[src/rtl/normalizer_pkg.sv]
// Shared types and helpers for the normalizer and its companion shifter.
package normalizer_pkg;

  typedef enum logic [1:0] {
    ST_IDLE  = 2'd0,
    ST_SHIFT = 2'd1,
    ST_DONE  = 2'd2
  } state_e;

  localparam logic DIR_LEFT  = 1'b1;
  localparam logic DIR_RIGHT = 1'b0;

  // Bits needed to hold 0..n inclusive.
  function automatic int cnt_width(input int n);
    for (int w = 0; w < 32; w++)
      if ((64'd1 << w) >= 64'(n + 1)) return w;
    return 32;
  endfunction

endpackage

[src/rtl/normalizer.sv]
// Iterative normaliser: shifts one bit per cycle until a 1 reaches the
// target end and reports the number of shifts (leading/trailing zero count).
module normalizer
  import normalizer_pkg::*;
#(
  parameter int N = 8,
  parameter int W = cnt_width(N)
) (
  input  logic         i_clock,
  input  logic         i_reset_n,
  input  logic         i_start,
  input  logic         i_direction,
  input  logic [N-1:0] i_value,
  output logic         o_busy,
  output logic         o_finished,
  output logic [N-1:0] o_value,
  output logic [W-1:0] o_count,
  output logic         o_zero
);

  state_e       state_q, state_d;
  logic [N-1:0] value_q;
  logic [W-1:0] count_q;
  logic         zero_q;
  logic         dir_q;
  logic         target;
  logic         in_zero;
  logic         accept;

  assign in_zero = (i_value == '0);
  assign accept  = (state_q == ST_IDLE) && i_start;
  assign target  = (dir_q == DIR_LEFT) ? value_q[N-1] : value_q[0];

  always_ff @(posedge i_clock or negedge i_reset_n) begin
    if (!i_reset_n) state_q <= ST_IDLE;
    else            state_q <= state_d;
  end

  always_comb begin
    state_d = state_q;
    case (state_q)
      ST_IDLE:  if (i_start) state_d = in_zero ? ST_DONE : ST_SHIFT;
      ST_SHIFT: if (target)  state_d = ST_DONE;
      ST_DONE:  state_d = ST_IDLE;
      default:  state_d = ST_IDLE;
    endcase
  end

  always_comb begin
    o_busy     = (state_q == ST_SHIFT);
    o_finished = (state_q == ST_DONE);
  end

  // A zero operand short-circuits straight to DONE with the full-width count.
  always_ff @(posedge i_clock or negedge i_reset_n) begin
    if (!i_reset_n) begin
      value_q <= '0;
      count_q <= '0;
      zero_q  <= 1'b0;
      dir_q   <= DIR_RIGHT;
    end else if (accept) begin
      value_q <= i_value;
      count_q <= in_zero ? W'(N) : '0;
      zero_q  <= in_zero;
      dir_q   <= i_direction;
    end else if (state_q == ST_SHIFT && !target) begin
      value_q <= (dir_q == DIR_LEFT) ? (value_q << 1) : (value_q >> 1);
      count_q <= count_q + W'(1);
    end
  end

  assign o_value = value_q;
  assign o_count = count_q;
  assign o_zero  = zero_q;

endmodule

[config.mk]
export PLATFORM = sky130hd
export DESIGN_NAME = normalizer
export DESIGN_NICKNAME = d
export VERILOG_FILES = /design/src/rtl/normalizer_pkg.sv /design/src/rtl/normalizer.sv
export SDC_FILE = /design/constraint.sdc
export NUM_CORES = 1
export LEC_CHECK = 0
export CORE_MARGIN = 2
export CORE_UTILIZATION = 45
export CTS_BUF_LIST = sky130_fd_sc_hd__clkbuf_16
export CTS_CLUSTER_DIAMETER = 30
export CTS_CLUSTER_SIZE = 40
export DETAILED_ROUTE_END_ITERATION = 7
export PLACE_DENSITY_LB_ADDON = 0.25
export SYNTH_ARGS = -nofsm -noshare
export SYNTH_HDL_FRONTEND = slang
export SYNTH_SLANG_ARGS = --single-unit
export TNS_END_PERCENT = 5
[constraint.sdc]
create_clock -name i_clock -period 1.9 [get_ports i_clock]
set_clock_uncertainty 0.1 [all_clocks]
set_input_delay 0.57 -clock i_clock [delete_from_list [all_inputs] [get_ports i_clock]]
set_output_delay 0.57 -clock i_clock [all_outputs]
set_load 0.05 [all_outputs]
# After elaboration in Yosys (flattened, before gate mapping)
# Cells that the tools add are included.
# totals
register_bits	16
input_bits	12
out_inout_bits	15
wordCells	28
# op_classes
add_sub_neg	1
n_eq_ne	4
mux	11
reduce_logical	7
# op_table
operator	n
8-bit 2-to-1 mux	3
4-bit 2-to-1 mux	3
8-bit zero test	1
2-bit 2-to-1 mux	3
4-bit by 1-bit adder with 4-bit output (second input constant)	1
2-bit one-hot mux with 2 select lines	1
2-bit by 1-bit equality test with 1-bit output (second input constant)	1
2-bit equality test (second input constant)	1
1-bit logical AND	2
2-bit zero test	1
2-bit by 1-bit != test with 1-bit output (second input constant)	1
2-bit != test (second input constant)	1
2-bit AND reduction	1
2-bit nonzero test	1
1-bit zero test	1
1-bit 2-to-1 mux	1

# Depth between registers and ports, before layout
# Gate-level depths: netlist (run 1).
# logic_depth
word_depth	5
depth_mapped	5
depth_no_buf	4

# Least setup slack after synthesis (run 1)
# No wires, ideal clock.
# synth_timing
kind	reg2out
from	register state_q[1]
to	output o_finished
arrival_time_ps	1092
required_ps	1230
slack_ps	138
stages_incl_launch_ff	2
n_path_buf	0
cell_sequence	dfrtp_1 -> nor2b_1
# synth_via
elab_chain_len	1
# synth_rtl
element	line_no	rtl
start: declaration	normalizer.sv:21	state_e state_q, state_d;
start signal: assignment	normalizer.sv:36	else state_q <= state_d;
2-bit equality test	normalizer.sv:51	o_finished = (state_q == ST_DONE);
end: declaration	normalizer.sv:15	output logic o_finished,
# Every way passes these cells.

# Worst setup path after layout (run 1)
# layout_timing
from	register state_q[0]
to	output o_busy
# layout_via
elab_chain_len	1
# layout_rtl
element	line_no	rtl
2-bit by 1-bit equality test with 1-bit output	normalizer.sv:50	o_busy = (state_q == ST_SHIFT);
end: declaration	normalizer.sv:14	output logic o_busy,
# Every way passes these cells.

==> results of run 1 <==
[Yosys cell counts (2+ instances only)]
| master | count |
|---|---|
| a21oi_1 | 2 |
| nor4_1 | 2 |
| o21ai_0 | 2 |
| nand2_1 | 7 |
| a221o_1 | 7 |
| dfrtp_1 | 16 |
| mux2_2 | 7 |
| nand3_1 | 4 |
| buf_6 | 2 |
| nand4_1 | 2 |
| and2_1 | 6 |
[repair_timing]
item                       in CTS  in global routing
setup endpoints to repair       1                 12
hold buffers                    0                  0
buffers inserted                0                  0
gates resized for setup         2                  4
[logic make-up after synthesis]
group                      synth area share [%]
muxes                                     12.59
DFF                                       45.26
buffers and inverters                     4.808
and+or+nand+nor                           22.07
adders and majority gates                 1.414
AOI/OAI and AO/OA                         13.86
[routing by layer]
metal / share of wire [%] / wire (µm) / vias up / global-route usage, %
met5: 0 / 0 / - / 0
met4: 1.4 / 32 / 0 / 9.048
met3: 6.5 / 152 / 5 / 7.716
met2: 50 / 1169 / 37 / 33.80
met1: 42 / 986 / 400 / 29.39
li1: - / - / 363 / -
[registers in the layout, summed over array words and instances (netlist names)]
register	count
dir_q	1
o_count	4
o_value	8
o_zero	1
state_q	2
[critical path, cell delays in order, from the launching register on]
cell and delay, ns:
dfrtp_1 0.42, or2b_4 0.32, clkinv_4 0.09, buf_12 0.14
[worst min-delay path by stage]
stage / from / endpoint / slack, ns / depth (start not counted)
floorplan: i_reset_n / dir_q / 0.17 / 0
global placement: o_zero / o_zero / 0.45 / 2
detailed placement: o_zero / o_zero / 0.43 / 2
CTS: o_zero / o_zero / 0.46 / 2
global route: o_count[2] / o_count[2] / 0.50 / 1
finish: o_zero / o_zero / 0.46 / 2
[stage by stage]
| stage | setup TNS, ns | hold WS [ns] |
|---|---|---|
| 5_1_grt | -0.03922 | 0.4996 |
| 6_report | 0 | 0.4577 |
| 3_3_place_gp | -1.894 | 0.4459 |
| 2_1_floorplan | 0 | 0.1744 |
| 3_5_place_dp | -2.423 | 0.4301 |
| 4_1_cts | 0 | 0.4557 |
[final cells by class]
type	instances	area, µm²
Sequential cell	16	401.6
Inverter	2	12.51
Tap cell	27	33.78
Multi-Input combinational cell	57	452.9
Timing Repair Buffer	34	473.0
Fill cell	119	452.9
Clock buffer	3	75.07
[power groups by stage]
stage | clock (mW) | combinational [mW] | sequential, mW
finish | 0.407 | 1.58 | 0.687
global route | 0.426 | 1.66 | 0.714
CTS | 0.408 | 1.58 | 0.679
detailed placement | 0 | 1.55 | 0.679
global placement | 0 | 1.52 | 0.673
floorplan | 0 | 0.619 | 0.922
==> reports/metrics.yaml, run 1 <==
pwr:
  power_switching_share_pct: 42.03
  total_power_mw: 2.671
  power_frac_seq_pct: 25.7
  p_leak_nw: 0.6466
  clockPowerShare_pct: 15.2
  irDropWorstVdd_mv: 1.169
  combPwrFrac_pct: 59.0
  p_sw_mw: 1.123
  internal-power_mw: 1.548
  p_per_area_nw_per_um2: 1844
final_layout:
  syn2layout_area_growth_pct: 63.79
  post-route-util_pct: 76.18
  fin_cells: 139
  final_nets: 127
  diodes: 0
  final_cell_mix: "dfrtp_1, buf_12, clkdlybuf4s50_1, buf_4"
  drive_above_1_share_pct: 39.29
  stdcell_area_um2: 1449
sta:
  layout_setup_ws_ns: 0.008189
  setup_viol: 0
  period_needed_ns: 1.892
  slew_headroom_pct: 74.03
  rsz0062_at_grt: "true"
  hold_violations: 0
  slew_violations: 0
  min_period_over_period_pct: 99.57
  timing.fmax_mhz: 528.6
  worst_slew_pin_slew_ns: 0.3896
worst_setup_path:
  crit_required_ns: 1.23
  cp-end-kind: "output port"
  crit_path_start: "state_q[0]"
  criticalPathCategory: "register to output port"
  rrSetupSlack_ns: 0.30
  worst-path-max-fanout: 8
  crit_end: "o_busy"
  worstReg2RegEnd: "o_value[6]"
  r2r_start: "o_value[7]"
  ff2ff_path_depth: 3
  cp-start-kind: "register"
  cp.arrival_ns: 1.22
clock_tree:
  clk_path_buf_depth: 2
  htreeDepth: 1
  cts_sinks: 16
  clk_latency_ns: 0.25
  cts_tree: "yes"
  root_buffer: "clkbuf_16"
  path_clk_slew_ns: 0.05
  cts_buffers: 3
global_routing:
  grt_pass1_vias: 863
  grtUsageTotal_pct: 22.30
  grt_overflow: 0
  grt_max_degree: 17
  grt_pass1_wl_um: 4022
  antenna_found_initial: 0
yosys:
  synth_cell_types: 33
  syn_area_per_cell_um2: 11.20
  async_reset_ff_share_pct: 100.0
  ys_seq_elements: 16
  synth.yosys.seq_area_share_pct: 45.26
  yosys_most_used_dff: "dfrtp_1"
  syn_area_um2: 884.6
  synth_nets: 92
  yosysTopAreaCell: "dfrtp_1"
  synthCells: 79
  synth_edf_count: 0
  yosys_warnings: 0
  netlist_top_cells_area: "dfrtp_1, mux2_2, a221o_1"
  yosys.area.top_type_share_pct: 45.26
drt:
  avgRoutedWirePerCell_um: 16.83
  finalWirelength_um: 2340
  via_per_inst: 5.791
  vias: 805
  drc_errors: 0
  ant_nets: 0
  drt_first_pass_iters: 4
  drtIter0Drc: 13
die:
  core-area_um2: 1902
  num_io_pins: 27
  start_util_pct: 46.51
  die_w_um: 48.34
  rows: 16
  die_y_um: 48.34
  die_area_um2: 2336
run:
  cap_violations: 0
placed_design:
  dp_slack_ns: -0.2115
  place_inst: 136
  port_buffers: 26
  dpl-instance-area_um2: 1355
  gp_congestion: 0.7640
  place_hpwl_um: 1596
worst_hold_path:
  hold_class: "register to register"
run_status:
  status: "complete, no violations"
No activity file was read; power rests on OpenSTA's default activity.
==> run 2: changes to the inputs <==
--- a/config.mk
+++ b/config.mk
@@ -6,12 +6,13 @@
 export NUM_CORES = 1
 export LEC_CHECK = 0
 export CORE_MARGIN = 2
-export CORE_UTILIZATION = 45
-export CTS_BUF_LIST = sky130_fd_sc_hd__clkbuf_16
+export CORE_UTILIZATION = 47
+export CTS_BUF_LIST = sky130_fd_sc_hd__clkbuf_8
 export CTS_CLUSTER_DIAMETER = 30
 export CTS_CLUSTER_SIZE = 40
 export DETAILED_ROUTE_END_ITERATION = 7
 export PLACE_DENSITY_LB_ADDON = 0.25
+export RECOVER_POWER = 50
 export SYNTH_ARGS = -nofsm -noshare
 export SYNTH_HDL_FRONTEND = slang
 export SYNTH_SLANG_ARGS = --single-unit
==> run 2 against run 1 <==
First-iteration DRC count rose by 38%. Clock-buffer cell count rose by 1. Clock power fell by 25%. Total power fell by 2.6%. Non-clock buffer count rose by 5. Largest power group unchanged. Highest routed layer unchanged.
==> reports/metrics.yaml, run 2 (same netlist as run 1, synthesis figures left out) <==
pwr:
  irDropWorstVdd_mv: 1.420
  p_leak_nw: 0.6863
  total_power_mw: 2.602
  internal-power_mw: 1.447
  power_switching_share_pct: 44.39
  clockPowerShare_pct: 11.8
  combPwrFrac_pct: 62.0
  power_frac_seq_pct: 26.2
  p_per_area_nw_per_um2: 1818
  p_sw_mw: 1.155
worst_setup_path:
  cp.arrival_ns: 1.20
  crit_path_start: "state_q[0]"
  slowest_stage: "dfrtp_1"
  worst-path-max-fanout: 6
  cpPeakStageDelay_ns: 0.41
  cp-end-kind: "output port"
  rrSetupSlack_ns: 0.14
  critPathTopFamily: "flip-flops"
  cp-start-kind: "register"
  crit_buf_inv: 2
  worstPathCellList: "or2b_4 > inv_8 > buf_12"
  crit_required_ns: 1.23
  criticalPathCategory: "register to output port"
  r2r_start: "state_q[0]"
sta:
  min_period_over_period_pct: 98.46
  timing.fmax_mhz: 534.6
  worst_slew_pin_slew_ns: 0.8812
  setup_viol: 0
  slew_violations: 0
  slew_headroom_pct: 41.25
  layout_setup_ws_ns: 0.02929
  hold_violations: 0
  period_needed_ns: 1.871
final_layout:
  seqCellArea_um2: 400.4
  drive_above_1_share_pct: 37.29
  final_nets: 132
  mostFrequentLayoutCell: "dfrtp_1"
  multi_input_area_um2: 447.9
  largest_reg_flops: 8
  diodes: 0
  syn2layout_area_growth_pct: 61.81
  fill_cells: 105
  final_cell_mix: "dfrtp_1, buf_12, buf_4, clkdlybuf4s50_1"
clock_tree:
  clk_latency_ns: 0.25
  clk_path_buf_depth: 2
  root_buffer: "clkbuf_8"
  htreeDepth: 1
  path_clk_slew_ns: 0.07
  cts_tree: "yes"
  cts_buffers: 3
  cts_sinks: 16
die:
  start_util_pct: 50.68
  die_w_um: 47.39
  die_y_um: 47.39
  core-area_um2: 1745
  rows: 15
  num_io_pins: 27
  die_area_um2: 2245
global_routing:
  grt_max_degree: 17
  antenna_found_initial: 0
  grt_overflow: 0
  grtUsageTotal_pct: 26.44
  grt_pass1_vias: 802
  grt_pass1_wl_um: 3946
worst_hold_path:
  hold_class: "register to register"
  min_from: "o_zero"
run:
  cap_violations: 0
drt:
  via_per_inst: 5.783
  drtIter0Drc: 18
  avgRoutedWirePerCell_um: 18.26
  finalWirelength_um: 2611
  vias: 827
  drt_first_pass_iters: 5
  ant_nets: 0
  drc_errors: 0
placed_design:
  gp_congestion: 0.7765
  place_hpwl_um: 1817
  dp_slack_ns: -0.2319
  port_buffers: 26
run_status:
  status: "complete, no violations"
[run 2: cell count changes in the layout (fill, tap and decap cells not counted), moves of 2 or more]
| cell | before | now |
|---|---|---|
| buf_12 | 15 | 12 |
| buf_4 | 8 | 11 |
| clkbuf_16 | 3 | 0 |
| clkbuf_8 | 0 | 4 |
| dlymetal6s2s_1 | 1 | 3 |
[run 2: area by class of cell]
type	instances	share of cell area [%]
sequential	16	27.97
clock buffer	4	3.846
inverter	2	1.049
timing repair buffer	39	33.65
tap	25	2.185
multi-input combinational	57	31.29
[run 2: worst register-to-register path, cell delays in order, from the launching register on]
cell and delay [ns]:
dfrtp_1 0.42, or2b_4 0.27, inv_8 0.05, buf_4 0.13, and2_1 0.26, a221o_1 0.40
[run 2: routing by layer]
layer | up-vias | part of all wire, % | track usage (%)
met5 | - | 0 | 0
met4 | 0 | 1.8 | 10.56
met2 | 35 | 53 | 45.68
li1 | 376 | - | -
met1 | 409 | 40 | 32.78
met3 | 7 | 5.9 | 3.846
[run 2: what timing repair did]
item                                    4_1_cts  5_1_grt
hold buffers                                  0        0
resized for setup                             2        3
buffers inserted                              0        2
endpoints found under the setup margin        1        5
[run 2: final timing paths]
path	depth (start not counted)	endpoint
setup / recovery	3	o_busy
hold / removal	2	o_zero
setup reg to reg	5	o_value[2]
hold reg to reg	2	o_zero
max in group asynchronous	2	o_value[2]
min in group asynchronous	2	o_value[1]
[run 2: stage by stage]
| step | instances | setup TNS (ns) | hold slack (ns) | instance area, µm² | utilization (%) |
|---|---|---|---|---|---|
| 2_1_floorplan | 79 | 0 | 0.1744 | 884.6 | - |
| 3_3_place_gp | 137 | -1.955 | 0.4357 | 1375 | 78.78 |
| 3_5_place_dp | 137 | -2.787 | 0.4403 | 1375 | 78.78 |
| 4_1_cts | 141 | 0 | 0.4547 | 1438 | 82.37 |
| 5_1_grt | 143 | -0.003022 | 0.4393 | 1431 | 82.01 |
| 6_report | 143 | 0 | 0.3796 | 1431 | 82.01 |
[run 2: power groups by stage]
stage / logic [mW] / registers (mW) / clock network (mW)
3_3_place_gp: 1.53 / 0.675 / 0
4_1_cts: 1.60 / 0.687 / 0.306
2_1_floorplan: 0.619 / 0.922 / 0
3_5_place_dp: 1.57 / 0.684 / 0
5_1_grt: 1.68 / 0.702 / 0.325
6_report: 1.61 / 0.683 / 0.306
